**src/rtl/alu_pkg.sv**
```systemverilog
// Shared opcodes, FSM encoding and metadata layout for the execute-stage ALU.
package alu_pkg;

  localparam int DEFAULT_WIDTH = 32;

  localparam logic [2:0] ALU_ADD  = 3'd0;
  localparam logic [2:0] ALU_ADDU = 3'd1;
  localparam logic [2:0] ALU_SUB  = 3'd2;
  localparam logic [2:0] ALU_SUBU = 3'd3;
  localparam logic [2:0] ALU_SLT  = 3'd4;
  localparam logic [2:0] ALU_SLTU = 3'd5;

  typedef enum logic {
    ST_RUN = 1'b0,
    ST_EXC = 1'b1
  } state_t;

  // Width-independent part of the EX/MEM register.
  typedef struct packed {
    logic        exc;
    logic        wen;
    logic [4:0]  rd;
    logic [31:0] pc;
  } meta_t;

  function automatic logic is_trapping(input logic [2:0] op);
    return (op == ALU_ADD) || (op == ALU_SUB);
  endfunction

endpackage

```
**src/rtl/alu_addsub.sv**
```systemverilog
// Combinational add/sub/slt core: result, carry/borrow and signed overflow.
// Zero latency, no flow control; opcodes 6-7 fall through to ADDU.
module alu_addsub
  import alu_pkg::*;
#(
  parameter int WIDTH = DEFAULT_WIDTH
) (
  input  logic [2:0]       op,
  input  logic [WIDTH-1:0] a,
  input  logic [WIDTH-1:0] b,
  output logic [WIDTH-1:0] result,
  output logic             carry,
  output logic             ovf
);

  localparam int MSB = WIDTH - 1;

  logic [WIDTH:0] sum;
  logic [WIDTH:0] diff;
  logic           add_ovf;
  logic           sub_ovf;

  // Zero-extended so bit WIDTH is carry for add and borrow for subtract.
  assign sum     = {1'b0, a} + {1'b0, b};
  assign diff    = {1'b0, a} - {1'b0, b};
  assign add_ovf = (a[MSB] == b[MSB]) && (sum[MSB] != a[MSB]);
  assign sub_ovf = (a[MSB] != b[MSB]) && (diff[MSB] != a[MSB]);

  always_comb begin
    result = sum[MSB:0];
    carry  = sum[WIDTH];
    ovf    = add_ovf;
    case (op)
      ALU_SUB, ALU_SUBU: begin
        result = diff[MSB:0];
        carry  = diff[WIDTH];
        ovf    = sub_ovf;
      end
      ALU_SLT: begin
        result = {{(WIDTH-1){1'b0}}, diff[MSB] ^ sub_ovf};
        carry  = diff[WIDTH];
        ovf    = 1'b0;
      end
      ALU_SLTU: begin
        result = {{(WIDTH-1){1'b0}}, diff[WIDTH]};
        carry  = diff[WIDTH];
        ovf    = 1'b0;
      end
      default: ;
    endcase
  end

endmodule

```
**src/rtl/alu_ex_stage.sv**
```systemverilog
// Execute stage: ALU plus single-entry EX/MEM register; 1-cycle latency, 1 op/cycle.
// Holds output while out_ready is low; stalls input in EXC until exc_ack.
module alu_ex_stage
  import alu_pkg::*;
#(
  parameter int WIDTH = DEFAULT_WIDTH
) (
  input  logic             clk,
  input  logic             rst,
  input  logic             in_valid,
  output logic             in_ready,
  input  logic [2:0]       in_op,
  input  logic [WIDTH-1:0] in_a,
  input  logic [WIDTH-1:0] in_b,
  input  logic [31:0]      in_pc,
  input  logic [4:0]       in_rd,
  input  logic             in_wen,
  input  logic             flush,
  output logic             out_valid,
  input  logic             out_ready,
  output logic [WIDTH-1:0] out_result,
  output logic             out_carry,
  output logic             out_ovf,
  output logic             out_exc,
  output logic [4:0]       out_rd,
  output logic             out_wen,
  output logic [31:0]      out_pc,
  output logic             exc_req,
  output logic [31:0]      exc_epc,
  input  logic             exc_ack
);

  state_t           state;
  state_t           state_nxt;
  logic [WIDTH-1:0] alu_res;
  logic             alu_carry;
  logic             alu_ovf;
  logic             trap;
  logic             accept;
  meta_t            meta_q;

  alu_addsub #(.WIDTH(WIDTH)) u_addsub (
    .op     (in_op),
    .a      (in_a),
    .b      (in_b),
    .result (alu_res),
    .carry  (alu_carry),
    .ovf    (alu_ovf)
  );

  assign trap   = is_trapping(in_op) && alu_ovf;
  assign accept = in_valid && in_ready && !flush;

  always_ff @(posedge clk) begin
    if (rst) state <= ST_RUN;
    else     state <= state_nxt;
  end

  always_comb begin
    state_nxt = state;
    in_ready  = 1'b0;
    exc_req   = 1'b0;
    case (state)
      ST_RUN: begin
        in_ready = !out_valid || out_ready;
        if (in_valid && in_ready && !flush && trap) state_nxt = ST_EXC;
      end
      ST_EXC: begin
        exc_req = 1'b1;
        if (exc_ack) state_nxt = ST_RUN;
      end
      default: state_nxt = ST_RUN;
    endcase
  end

  always_ff @(posedge clk) begin
    if (rst) begin
      out_valid  <= 1'b0;
      out_result <= '0;
      out_carry  <= 1'b0;
      out_ovf    <= 1'b0;
      meta_q     <= '0;
      exc_epc    <= '0;
    end else if (accept) begin
      out_valid  <= 1'b1;
      out_result <= alu_res;
      out_carry  <= alu_carry;
      out_ovf    <= alu_ovf;
      // A trapped op must never reach the register file.
      meta_q     <= '{exc: trap, wen: in_wen && !trap, rd: in_rd, pc: in_pc};
      if (trap) exc_epc <= in_pc;
    end else if (flush || out_ready) begin
      out_valid  <= 1'b0;
      meta_q.exc <= 1'b0;
      meta_q.wen <= 1'b0;
    end
  end

  assign out_exc = meta_q.exc;
  assign out_wen = meta_q.wen;
  assign out_rd  = meta_q.rd;
  assign out_pc  = meta_q.pc;

endmodule

```
**config.mk**
```make
export PLATFORM = sky130hd
export DESIGN_NAME = alu_ex_stage
export DESIGN_NICKNAME = d
export VERILOG_FILES = /design/src/rtl/alu_pkg.sv /design/src/rtl/alu_addsub.sv /design/src/rtl/alu_ex_stage.sv
export SDC_FILE = /design/constraint.sdc
export NUM_CORES = 1
export LEC_CHECK = 0
export BUFFER_PORTS_ARGS = -buffer_cell sky130_fd_sc_hd__buf_4
export CORE_MARGIN = 2
export CORE_UTILIZATION = 54
export DETAILED_ROUTE_END_ITERATION = 16
export PLACE_DENSITY = 0.84
export SLEW_MARGIN = 20
export SYNTH_ARGS = -nofsm -noshare
export SYNTH_HDL_FRONTEND = slang
export SYNTH_SLANG_ARGS = --single-unit
```
**constraint.sdc**
```tcl
create_clock -name clk -period 6.05 [get_ports clk]
set_input_delay 0.3025 -clock clk [delete_from_list [all_inputs] [get_ports clk]]
set_output_delay 0.3025 -clock clk [all_outputs]
set_load 0.01 [all_outputs]
```
### After elaboration in Yosys (flattened, before gate mapping)

Cells that the tools add are included.

* flip-flop bits (word level): 107
* input port bits: 111
* output and inout port bits: 108
* word-level logic and storage cells: 55

* $add $sub $neg: 2
* eq/ne operators: 8
* multiplexer cells: 12
* bitwise gates (word level): 2
* reductions and logical operators: 21

Operators by type and width (number)
* case mux 32 bit (3 select lines): 1
* adder 32 x 32 -> 33 bit: 1
* subtractor 32 x 32 -> 33 bit: 1
* logical AND 1 bit: 9
* two-way mux 1 bit: 7
* == test 3 x 2 -> 1 bit, second input constant: 2
* == test 3 bit, second input constant: 2
* two-way mux 2 bit: 2
* case mux 1 bit (2 select lines): 2
* OR reduction 2 bit: 2
* OR reduction 4 bit: 1
* zero test 1 bit: 3
* zero test 3 bit: 1
* logical OR 1 bit: 3
* inequality test 1 bit: 3
* AND reduction 2 bit: 1
* nonzero test 2 bit: 1
* == test 1 bit: 1
* NOT 1 bit: 1
* bitwise XOR 1 bit: 1

### Logic depth before layout (Yosys ltp)

* depth after elaboration: 8
* depth in mapped cells: 18
* gate-level depth less buffers: 16

### Cells and area by module

A second synthesis with hierarchy kept.

* cells, all modules: 1065
* area, all modules: 8594.5 um2

Modules (own cells, without submodules)
* alu_ex_stage: times used 1, cells each 489, area each 4772.1 um2, seq. area each 2142.1 um2
* alu_addsub: times used 1, cells each 576, area each 3822.4 um2, seq. area each 0.0 um2

### Worst setup path after synthesis

Ideal clock, no wire load.

* path type: input-to-reg
* start: input port in_b[12]
* end: register exc_epc[0]
* library setup time: 0.072 ns
* arrival: 4.406 ns
* data required time: 5.978 ns
* path slack: 1.573 ns
* cell stages on the path: 18
* buffers on the path: 2
* path through: inv_1 > ha_1 > clkbuf_1 > a211oi_1 > o211ai_1 > a221o_1 > or3b_2 > o21ai_0 > o31ai_1 > a21oi_1 > nor2_1 > nor2_1 > fa_1 > xor2_1 > or3_1 > a2111oi_4 > buf_6 > mux2i_1

* word-level cells in the longest chain between the ends: 6
* elaborated cells between the ends (all ways): 9
* those cells by class: add/sub: 2; eq/ne: 2; mux: 1; reduce/logical: 4

RTL lines
* from (decl): line alu_ex_stage.sv:14 `input logic [WIDTH-1:0] in_b,`
* adder 32 x 32 -> 33 bit or subtractor 32 x 32 -> 33 bit (tied branches): line alu_addsub.sv:24, alu_addsub.sv:25
* inequality test 1 bit (on tied branches): line alu_addsub.sv:26, alu_addsub.sv:27
* logical AND 1 bit (on tied branches): line alu_addsub.sv:26, alu_addsub.sv:27
* case mux 1 bit (2 select lines) *: line alu_addsub.sv:33 `case (op)`
* logical AND 1 bit *: line alu_ex_stage.sv:51 `assign trap = is_trapping(in_op) && alu_ovf;`
* AND reduction 2 bit (no source line) *
* to (signal assigned): line alu_ex_stage.sv:91 `if (trap) exc_epc <= in_pc;`
* to (decl): line alu_ex_stage.sv:29 `output logic [31:0] exc_epc,`

Every way passes the cells marked *; elsewhere a longest branch is shown, timed or not.
A chain may end at the register's enable or synchronous reset.

### Worst setup path in the final report

* start: input port in_a[12]
* end: register exc_epc[7]

* word-level cells in the longest chain between the ends: 6
* elaborated cells between the ends (all ways): 9
* those cells by class: add/sub: 2; eq/ne: 2; mux: 1; reduce/logical: 4

RTL lines
* from (decl): line alu_ex_stage.sv:13 `input logic [WIDTH-1:0] in_a,`
* adder 32 x 32 -> 33 bit or subtractor 32 x 32 -> 33 bit (tied branches): line alu_addsub.sv:24, alu_addsub.sv:25
* inequality test 1 bit (on tied branches): line alu_addsub.sv:26, alu_addsub.sv:27
* logical AND 1 bit (on tied branches): line alu_addsub.sv:26, alu_addsub.sv:27
* case mux 1 bit (2 select lines) *: line alu_addsub.sv:33
* logical AND 1 bit *: line alu_ex_stage.sv:51
* AND reduction 2 bit (no source line) *

Marks and branches as above.

==> results.cfg <==
[yosys]
synth.area.top_cells = dfxtp_1 (27%), ha_1 (10%), nand2_1 (9.0%)
syn-instance-count = 1064
netlist.area_leader.share_pct = 27.18
synth_edf_count = 0
yosysSeqAreaShare_pct = 27.18
synthMostInstantiatedCell = nand2_1
ys.flop_type = dfxtp_1
syn_nets = 1242
syn_area_per_cell_um2 = 7.407
ys_async_sr_fraction_pct = 0
synth.largest_area_cell = dfxtp_1
ys_warn_count = 0
ys_seq_elements = 107
synth_cell_types = 71
synth_area_um2 = 7881
ys_top_cells_by_count = nand2_1 (189), a21oi_1 (109), dfxtp_1 (107)

[timing]
fmax_mhz = 209.9
slew_headroom_pct = 25.76
hold_viol = 0
setup_viol = 0
tns_ns = 0
tightest_slew_ns = 1.114
min_period_ns = 4.764
finalCritPeriodShare_pct = 78.74
slew_viol_final = 0
rsz0062_at_grt = no
fin_worst_skew_ns = 0.008557
setup_ws_ns = 1.286

[final_layout]
final_util_pct = 68.32
drive_gt1_share_pct = 20.98
fill_cells = 1287
num_antenna_cells = 0
area.growth.synth_to_final_pct = 24.56
nNetsFinal = 1412

[global_route]
grt-ovfl-total = 0
grt_first_pass_wirelength_mm = 38.77
grt_pass1_vias = 7866
antenna_found_initial = 0
grt_util_all_layers_pct = 30.13
grt_start_max_net_pins = 83

[floorplanning]
row_count = 44
ios = 219
chipHeight_um = 124.8
start_util_pct = 54.85
dieArea_um2 = 15580
core_area_um2 = 14370
die_width_um = 124.8

[setup_path]
path_cells = buf_4, ha_1, a211oi_1, o211ai_1, a221o_1, or3b_2, o21ai_0, o31ai_1, a21oi_1, nor2_1, nor2_1, fa_1, xor2_1, or3_1, a2111oi_4, buf_4, mux2i_1
slowest_delay_ns = 0.51
critical_path_arrival_ns = 5.04
reg2regPathDepth = 5
r2r_setup_slack_ns = 3.45
r2r_end = exc_epc[7]
crit_required_ns = 6.33
cp_max_fo = 32
path_buf_inv = 2
r2r_start = state
slowest_stage = buf_4
cp_top_family = compound AO/OA/AOI/OAI gates
criticalPathCategory = input port to register
worstSetupEndpointType = register
crit_path_start_kind = input port

[route]
top_layer = met4
ant_nets = 0
first_iter_violations = 695
wl_met2_mm = 11.38
wl_per_cell_um = 17.09
met3WireLength_mm = 1.769
first_pass_iters = 6
via_per_inst = 5.931
vias = 8440
drc = 0
m1WireLength_mm = 10.35
wl_mm = 24.32

[hold_path]
hold_depth = 2
hold_class = input port to register
worstHoldStart = flush
hold_path_end = out_valid

[clock_network]
cts_buffers = 9
ctsHoldBuffers = 0
clockRootBuffer = clkbuf_16
clock_path_buffers = 2
cts_num_sinks = 107
cts_max_level = 3
clk-insertion-delay-late_ns = 0.36
cts_setup_buffers = 0
clk_pin_slew_ns = 0.08
cts_resized = 0
cts_tree = yes

[place]
dp_hpwl_mm = 17.89
io_buffer_count = 218
place.gp.congestion = 0.9203
place_ws_ns = 0.9677

[job]
maxCapViolations = 0

[power_and_ir_drop]
power_density_nw_per_um2 = 201.5
ir_drop_v = 0.0001325
p_leak_uw = 0.004343

[run_status]
status = complete, no violations
-- worst register-to-register path: stages (launching register included) --
cell	delay, ns
dfxtp_1	0.35
nand2b_1	0.19
or3_2	0.77
a2111oi_4	0.44
buf_4	0.51
mux2i_1	0.28
-- cells by family after synthesis --
group | count (synthesis) | synth area share, %
buffers and inverters | 132 | 6.668
and+or+nand+nor | 387 | 22.24
AOI/OAI and AO/OA | 301 | 24.67
adders and majority gates | 67 | 10.92
xor gates and xnor gates | 36 | 4.001
DFF | 107 | 27.18
muxes | 34 | 4.318
-- metrics by stage --
| stage | total power (uW) | area [um2] | cells | hold slack [ns] |
|---|---|---|---|---|
| finish | 1979 | 9817 | 1423 | 0.1404 |
| global route | 2077 | 9817 | 1423 | 0.1405 |
| CTS | 1971 | 9817 | 1423 | 0.1331 |
| detailed placement | 1386 | 9522 | 1407 | 0.4479 |
| global placement | 1379 | 9522 | 1407 | 0.4418 |
| floorplan | 1172 | 7881 | 1064 | 0.3818 |
-- cell usage in the layout (no fill, tap or decap), drive strengths merged, types with 27 or more instances in the layout --
cell / instances
nor3: 31
mux2i: 34
nor2: 78
o21ai: 59
inv: 70
ha: 64
xnor2: 27
dfxtp: 107
a21oi: 109
nand2: 189
buf: 223
-- state kept, by name (all words and copies together), names as in the netlist --
register	flops
out_wen	1
state	1
exc_epc	32
out_result	32
out_exc	1
out_ovf	1
out_valid	1
out_rd	5
out_pc	32
out_carry	1
-- worst max path at each step --
stage               slack [ns]           to  cells after the start  startpoint
finish                    1.29   exc_epc[7]                     17    in_a[12]
CTS                       1.32   exc_epc[0]                     17    in_a[12]
global route              1.07   exc_epc[0]                     17    in_a[12]
global placement          1.09  exc_epc[17]                     17    in_a[12]
detailed placement        0.97  exc_epc[25]                     17    in_a[12]
floorplan                 1.57   exc_epc[0]                     18    in_b[12]
-- layer usage --
| metal | vias up | global-route usage [%] |
|---|---|---|
| met5 | - | 0 |
| met4 | 0 | 12.75 |
| met3 | 56 | 3.780 |
| met2 | 378 | 51.17 |
| met1 | 3942 | 38.60 |
| li1 | 4064 | - |
-- report_power, final --
part	internal (uW)	total (uW)	switching, uW
sequential	735	752	17.3
combinational	264	632	368
clock	290	595	304
total	1290	1980	690
-- final cells by class --
type,count,area (um2),area share [%]
multi-input combinational,825,5220,53.17
sequential,107,2142,21.82
timing repair buffer,223,1674,17.05
inverter,68,255.2,2.600
tap,184,230.2,2.345
clock buffer,9,225.2,2.294
clock inverter,7,70.07,0.7137
(Power assumes the default switching activity.)
